`config.mk`:
```
export PLATFORM = sky130hd
export DESIGN_NAME = rah_decoder
export DESIGN_NICKNAME = d
export VERILOG_FILES = /design/src/rtl/rah_pkg.sv /design/src/rtl/rah_decoder.sv
export SDC_FILE = /design/constraint.sdc
export NUM_CORES = 1
export LEC_CHECK = 0
export ABC_CLOCK_PERIOD_IN_PS = 2620
export BUFFER_PORTS_ARGS = -buffer_cell sky130_fd_sc_hd__buf_4
export CORE_AREA = 2 2 95 97
export DETAILED_ROUTE_END_ITERATION = 8
export DIE_AREA = 0 0 97 99
export HOLD_SLACK_MARGIN = 0.02
export PLACE_DENSITY = 0.85
export SETUP_SLACK_MARGIN = 0.1
export SLEW_MARGIN = 15
export SYNTH_ARGS = -nofsm -noshare
export SYNTH_HDL_FRONTEND = slang
export SYNTH_SLANG_ARGS = --single-unit
export TNS_END_PERCENT = 30
```
`constraint.sdc`:
```
create_clock -name clk -period 2.62 [get_ports clk]
set_clock_uncertainty 0.05 [all_clocks]
set_input_delay 0.393 -clock clk [delete_from_list [all_inputs] [get_ports clk]]
set_output_delay 0.393 -clock clk [all_outputs]
set_load 0.05 [all_outputs]
```
`src/rtl/rah_pkg.sv`:
```
//------------------------------------------------------------------------------
// Module   : rah_pkg
// Brief    : Shared RAH framing definitions (header fields, magic, FSM states).
// Revision : 1.0 - initial release
//------------------------------------------------------------------------------
`default_nettype none

package rah_pkg;

  localparam int c_hdr_id_lsb    = 0;
  localparam int c_hdr_id_w      = 8;
  localparam int c_hdr_len_lsb   = 8;
  localparam int c_hdr_len_w     = 16;
  localparam int c_hdr_magic_lsb = 24;
  localparam int c_hdr_magic_w   = 8;

  localparam logic [7:0] c_hdr_magic_default = 8'hA5;

  typedef enum logic [1:0] {
    ST_IDLE    = 2'd0,
    ST_PAYLOAD = 2'd1,
    ST_DISCARD = 2'd2
  } rah_state_e;

  function automatic logic [c_hdr_id_w-1:0] hdr_id(input logic [31:0] hdr);
    return hdr[c_hdr_id_lsb +: c_hdr_id_w];
  endfunction

  function automatic logic [c_hdr_len_w-1:0] hdr_len(input logic [31:0] hdr);
    return hdr[c_hdr_len_lsb +: c_hdr_len_w];
  endfunction

  function automatic logic [c_hdr_magic_w-1:0] hdr_magic(input logic [31:0] hdr);
    return hdr[c_hdr_magic_lsb +: c_hdr_magic_w];
  endfunction

  // Encoder side: pack a header word from its fields.
  function automatic logic [31:0] hdr_pack(input logic [7:0]  magic,
                                           input logic [15:0] len,
                                           input logic [7:0]  id);
    return {magic, len, id};
  endfunction

endpackage : rah_pkg

`default_nettype wire

```
`src/rtl/rah_decoder.sv`:
```
//------------------------------------------------------------------------------
// Module   : rah_decoder
// Brief    : Splits framed MIPI words into per-application payload lanes.
// Revision : 1.0 - initial release
//------------------------------------------------------------------------------
`default_nettype none

module rah_decoder
  import rah_pkg::*;
#(
  parameter int         DATA_WIDTH = 48,
  parameter int         TOTAL_APPS = 8,
  parameter logic [7:0] HDR_MAGIC  = c_hdr_magic_default
) (
  input  logic                  clk,
  input  logic                  rst_n,
  input  logic                  mipi_valid,
  input  logic [DATA_WIDTH-1:0] mipi_data,
  input  logic                  mipi_vsync,
  input  logic [TOTAL_APPS-1:0] app_ready,
  output logic [TOTAL_APPS-1:0] app_valid,
  output logic [DATA_WIDTH-1:0] app_data,
  output logic                  frame_done,
  output logic                  err_bad_hdr,
  output logic                  err_short,
  output logic [TOTAL_APPS-1:0] err_drop
);

  rah_state_e              r_state;
  rah_state_e              w_state_nxt;
  rah_state_e              w_cur_state;
  logic [15:0]             r_count;
  logic [15:0]             w_count_nxt;
  logic [7:0]              r_app_id;
  logic [7:0]              w_app_id_nxt;
  logic                    r_vsync_d;
  logic                    w_vsync_rise;

  logic [7:0]              w_hdr_id;
  logic [15:0]             w_hdr_len;
  logic [7:0]              w_hdr_magic;
  logic                    w_hdr_ok;
  logic [TOTAL_APPS-1:0]   w_lane;
  logic                    w_lane_ready;

  logic [TOTAL_APPS-1:0]   w_valid_nxt;
  logic                    w_data_load;
  logic                    w_done_nxt;
  logic                    w_set_bad;
  logic                    w_set_short;
  logic [TOTAL_APPS-1:0]   w_set_drop;

  assign w_vsync_rise = mipi_vsync & ~r_vsync_d;
  assign w_hdr_id     = hdr_id(mipi_data[31:0]);
  assign w_hdr_len    = hdr_len(mipi_data[31:0]);
  assign w_hdr_magic  = hdr_magic(mipi_data[31:0]);
  assign w_hdr_ok     = (w_hdr_magic == HDR_MAGIC) &&
                        ({24'd0, w_hdr_id} < 32'(TOTAL_APPS));
  assign w_lane       = TOTAL_APPS'(1) << r_app_id;
  assign w_lane_ready = |(app_ready & w_lane);

  // A vsync edge aborts first, so a word in the same cycle sees IDLE.
  assign w_cur_state  = w_vsync_rise ? ST_IDLE : r_state;

  always_comb begin
    w_state_nxt  = w_cur_state;
    w_count_nxt  = w_vsync_rise ? 16'd0 : r_count;
    w_app_id_nxt = r_app_id;
    w_valid_nxt  = '0;
    w_data_load  = 1'b0;
    w_done_nxt   = 1'b0;
    w_set_bad    = 1'b0;
    w_set_short  = w_vsync_rise && (r_state == ST_PAYLOAD) && (r_count != 16'd0);
    w_set_drop   = '0;

    case (w_cur_state)
      ST_IDLE: begin
        if (mipi_valid) begin
          if (!w_hdr_ok) begin
            w_set_bad   = 1'b1;
            w_state_nxt = ST_DISCARD;
          end else if (w_hdr_len == 16'd0) begin
            w_done_nxt  = 1'b1;
          end else begin
            w_state_nxt  = ST_PAYLOAD;
            w_count_nxt  = w_hdr_len;
            w_app_id_nxt = w_hdr_id;
          end
        end
      end

      ST_PAYLOAD: begin
        if (mipi_valid) begin
          w_count_nxt = (r_count == 16'd0) ? 16'd0 : r_count - 16'd1;
          if (w_lane_ready) begin
            w_valid_nxt = w_lane;
            w_data_load = 1'b1;
          end else begin
            w_set_drop  = w_lane;
          end
          if (r_count <= 16'd1) begin
            w_state_nxt = ST_IDLE;
            w_done_nxt  = 1'b1;
          end
        end
      end

      ST_DISCARD: begin
        w_state_nxt = ST_DISCARD;
      end

      default: begin
        w_state_nxt = ST_IDLE;
      end
    endcase
  end

  always_ff @(posedge clk or negedge rst_n) begin
    if (!rst_n) begin
      r_state     <= ST_IDLE;
      r_count     <= 16'd0;
      r_app_id    <= 8'd0;
      r_vsync_d   <= 1'b0;
      app_valid   <= '0;
      app_data    <= '0;
      frame_done  <= 1'b0;
      err_bad_hdr <= 1'b0;
      err_short   <= 1'b0;
      err_drop    <= '0;
    end else begin
      r_state     <= w_state_nxt;
      r_count     <= w_count_nxt;
      r_app_id    <= w_app_id_nxt;
      r_vsync_d   <= mipi_vsync;
      app_valid   <= w_valid_nxt;
      if (w_data_load) begin
        app_data  <= mipi_data;
      end
      frame_done  <= w_done_nxt;
      err_bad_hdr <= err_bad_hdr | w_set_bad;
      err_short   <= err_short | w_set_short;
      err_drop    <= err_drop | w_set_drop;
    end
  end

endmodule : rah_decoder

`default_nettype wire

```
### Yosys cells after proc, flatten, opt, wreduce, memory -nomap -nowiden

Index checks and enable logic that the tools add are counted.

| word-level totals | value |
|---|---|
| register bits after elaboration | 94 |
| input bits | 60 |
| word-level logic and storage cells | 66 |

| operators by class | value |
|---|---|
| $add $sub $neg | 1 |
| magnitude comparators | 2 |
| eq/ne operators | 4 |
| shifts and indexed selects | 1 |
| multiplexer cells | 32 |
| bitwise logic cells | 7 |
| reductions and logical operators | 9 |

Operators by type and width:

| operator | number |
|---|---|
| $mux W16 | 6 |
| $mux W8 | 6 |
| $logic_not A16 Y1 | 2 |
| $pmux W16 S2 | 1 |
| $le A16 B1 Y1 const B | 1 |
| $reduce_bool A16 Y1 | 1 |
| $sub A16 B1 Y16 const B | 1 |
| $mux W2 | 6 |
| $mux W1 | 11 |
| $and A8 B8 Y8 | 1 |
| $eq A8 B8 Y1 const B | 1 |
| $lt A8 B4 Y1 const B | 1 |
| $or A8 B8 Y8 | 1 |
| $reduce_or A8 Y1 | 1 |
| $shl A1 B8 Y8 const A | 1 |
| $pmux W2 S3 | 1 |
| $eq A2 B1 Y1 const B | 2 |
| $reduce_and A4 Y1 | 1 |
| $logic_and A1 B1 Y1 | 3 |
| $eq A2 B2 Y1 const B | 1 |
| $logic_not A2 Y1 | 1 |
| $not A1 Y1 | 2 |
| $or A1 B1 Y1 | 2 |
| $pmux W1 S2 | 1 |
| $and A1 B1 Y1 | 1 |

### Depth between registers and ports, before layout

| depth | value |
|---|---|
| depth in word-level cells | 7 |
| mapped depth | 8 |
| mapped depth without buffers | 7 |

### Worst setup path before layout

Ideal clock, no wire load.

| path | value |
|---|---|
| kind | reg2reg |
| from | register r_app_id[0] |
| to | register app_data[27] |
| library setup time | 0.125 ns |
| arrival | 1.853 ns |
| required time | 2.445 ns |
| setup slack | 0.592 ns |
| cell stages (with the launch flop) | 8 |
| cells stage by stage | dfrtp_1 > mux4_1 > nand2b_1 > or2_2 > a21oi_4 > buf_6 > buf_12 > mux2_4 |

| on the way | value |
|---|---|
| longest elaborated chain between the ends | 6 |

Ends and longest elaborated chain:

| what | RTL line | RTL |
|---|---|---|
| start: declaration | rah_decoder.sv:34 | `logic [7:0] r_app_id;` |
| start signal: assignment | rah_decoder.sv:133 | `r_app_id <= w_app_id_nxt;` |
| $shl A1 B8 Y8 | rah_decoder.sv:59 | `assign w_lane = TOTAL_APPS'(1) << r_app_id;` |
| $and A8 B8 Y8 | rah_decoder.sv:60 | `assign w_lane_ready = \|(app_ready & w_lane);` |
| $reduce_or A8 Y1 | rah_decoder.sv:60 |  |
| $mux W1 | rah_decoder.sv:95 | `if (w_lane_ready) begin` |
| $mux W1 | rah_decoder.sv:93 | `if (mipi_valid) begin` |
| $mux W1 | rah_decoder.sv:76 | `case (w_cur_state)` |
| end signal: assignment | rah_decoder.sv:137 | `app_data <= mipi_data;` |
| end: declaration | rah_decoder.sv:22 | `output logic [DATA_WIDTH-1:0] app_data,` |

No other way between the ends.
A chain may end at the register's enable or synchronous reset.

### Final worst setup path

| path | value |
|---|---|
| from | register r_app_id[0] |
| to | register app_data[20] |

The elaborated chain is that of the path after synthesis.

==> run summary <==
IO Port Bufs: 126
Unique masters post-synth: 55
Static Leak: 2.95 nW
nets: 533
worst hold-check path type: in -> reg
Avg Cell Area, Syn: 12.8 sq um
CP required: 2810 ps
Cell Pwr Density: 477 mW/mm^2
# rows: 34
VDD IR max: 0.257 mV
DR pass1 iterations: 4
r2r setup slk: 220 ps
core region area: 0.00855 sq mm
area of the die: 0.00960 sq mm
worst reg-to-reg path cell count: 6
period utilization: 91.5%
first-pass GRT wire length: 17,000 um
CP Capture Type: flip-flop
synth warn: 0
crit path DAT: 2590 ps
clk root buf: clkbuf_8
RSZ-0062 raised after global routing: no
First DRT Iteration DRCs: 276
post-DR vias/cell: 5.74
CP Class: reg -> reg
Clock Tree Buf Depth: 2
Tot Pwr: 2.66 mW
gr usage total: 22.2%
antenna viol nets, final: 0
number of global-route vias before repair: 3,367
wire length per cell: 18.1 um
worst slew pin tran: 652 ps
Syn-to-layout area delta: 29.6%
most common cell after layout, fill and taps aside: buf_4
Die W: 97 um
sequential share of the synthesized area: 54.6%
critical path peak fanout: 48
Mapped Nets: 400
Final Critical Period: 2400 ps
Post-route DRC: 0
initial antenna violation count: 0
final WL: 10,500 um
post-cts resize count: 0
GRT overflow: 0
Critical Path Source: r_app_id[0]
Final Max Tran Viols: 0
ANT cells: 0
register bit total from synthesis: 94
initial core utilization: 50.4%
CTS Buf Count: 9
Max Clock Freq: 417 MHz
startpoint types: flip-flop
Post-synth EDFFs: 0
Die Ht: 99 um
routed vias: 3,347
FF-to-FF End: app_data[20]
Post-DP HPWL: 7690 um
Internal: 2.00 mW
relative slew slack: 56.2%
htree depth: 3
TritonCTS clock tree: done
clock latency on the worst-skew pair: 370 ps
Setup TNS Final: 0 ps
outcome: finished clean
P_sw: 0.658 mW
final hold viol count: 0
CTS sink count: 94
layout cell share with drive strength beyond 1: 44.6%
Comb power frac: 6.9%
clock-pin slew on the worst setup and hold paths: 100 ps
final setup fails: 0
max-cap violation count: 0
Main synth FF type: dfrtp_1
Post-Synthesis Cell Area: 0.00431 sq mm
largest net degree at the start of global routing: 68
most frequent cells in the layout: buf_4, dfrtp_1, mux2_2
Synth Instances: 337
final RePlAce weighted congestion: 0.940
sequential fraction of design power: 55.1%
critical path endpoint: app_data[20]
asr flop ratio synth: 100%
IO Count: 127
Reg2Reg Launch Point: r_app_id[0]
switching share of power: 24.7%
clock network power share: 38.0%
[registers in the layout, summed over array words and instances (netlist names)]
signal / count
app_data: 48
app_valid: 8
err_bad_hdr: 1
err_drop: 8
err_short: 1
frame_done: 1
r_app_id: 8
r_count: 16
r_state: 2
r_vsync_d: 1
[synth_stat cells, types with 2 or more instances]
master	count	area share (%)
dfrtp_1	94	55
mux2_2	28	7.3
mux2_4	20	7.0
nor2_1	20	1.7
nand2_1	18	1.6
a21oi_1	12	1.4
nand4_1	12	1.7
nor2b_1	10	1.5
and2_1	9	1.3
nor4_1	9	1.3
a221o_1	8	1.9
a21o_1	7	1.2
nand2b_1	6	0.87
nand3_1	5	0.58
a211o_1	4	0.81
and3_1	4	0.58
buf_2	4	0.46
nor4b_1	4	0.81
o21ai_0	4	0.46
clkbuf_1	3	0.26
ha_1	3	0.87
inv_1	3	0.26
nor3_1	3	0.35
o211ai_1	3	0.52
o31ai_1	3	0.52
or2_2	3	0.44
a31o_2	2	0.41
a41o_1	2	0.46
buf_12	2	0.93
buf_4	2	0.35
buf_6	2	0.52
nand3b_1	2	0.35
o31a_1	2	0.41
or3_1	2	0.29
or4_1	2	0.35
[routing by layer]
metal	routed length, um	vias to the layer above	global-route usage, %
met5	0	-	0
met4	263	0	10.6
met3	878	24	5.11
met2	5140	164	35.0
met1	4250	1647	29.4
li1	-	1512	-
[how the worst min path moves through the flow]
stage,start,end,slack (ps),cells past startpoint
2_1_floorplan,rst_n,app_data[0],50,0
3_3_place_gp,rst_n,app_data[10],290,1
3_5_place_dp,rst_n,app_data[22],300,1
4_1_cts,mipi_vsync,r_vsync_d,100,1
5_1_grt,mipi_vsync,r_vsync_d,100,1
6_report,mipi_vsync,r_vsync_d,100,1
[layout make-up]
cell class	instances	area (sq um)
Inverter	3	11.3
Clock buffer	9	124
Tap cell	108	135
Sequential cell	94	2350
Timing Repair Buffer	135	1040
Multi-Input combinational cell	227	1840
Fill cell	619	2960
Clock inverter	7	86.3
[kinds of logic after synthesis]
| family | synth area share, % |
|---|---|
| adder cells (fa/ha/maj) | 0.871 |
| AND/OR/NAND/NOR | 16.3 |
| AO/OA/AOI/OAI | 9.67 |
| flip-flops | 54.6 |
| XOR/XNOR | 0.407 |
| buffers and inverters | 2.79 |
| multiplexers | 15.4 |
[repair_timing]
item | 4_1_cts | 5_1_grt
buffers inserted | 0 | 0
hold endpoints to repair | 27 | 0
hold buffers | 1 | 0
[worst max-delay path, stage by stage (launching register included)]
cell,delay (ps)
dfrtp_1,520
mux4_1,400
nand2b_1,70
or2_2,340
a21oi_4,180
buf_12,290
mux2_2,380
[power by group through the flow]
stage | Clock [mW] | Sequential (mW) | Combinational, mW
5_1_grt | 1.09 | 1.47 | 0.202
3_3_place_gp | 0 | 1.49 | 0.178
4_1_cts | 1.03 | 1.47 | 0.185
2_1_floorplan | 0 | 1.49 | 0.0516
6_report | 1.01 | 1.47 | 0.185
3_5_place_dp | 0 | 1.50 | 0.183
[metrics by stage]
stage | worst slack [ps] | instances | cell area, sq um | hold WS [ps] | utilization (%)
5_1_grt | 141 | 583 | 5590 | 97.5 | 65.3
3_3_place_gp | 296 | 566 | 5370 | 289 | 62.8
4_1_cts | 234 | 583 | 5590 | 98.2 | 65.3
6_report | 224 | 583 | 5590 | 105 | 65.3
3_5_place_dp | 262 | 566 | 5370 | 298 | 62.8
2_1_floorplan | 592 | 337 | 4310 | 47.4 | -
(Power assumes the default switching activity.)
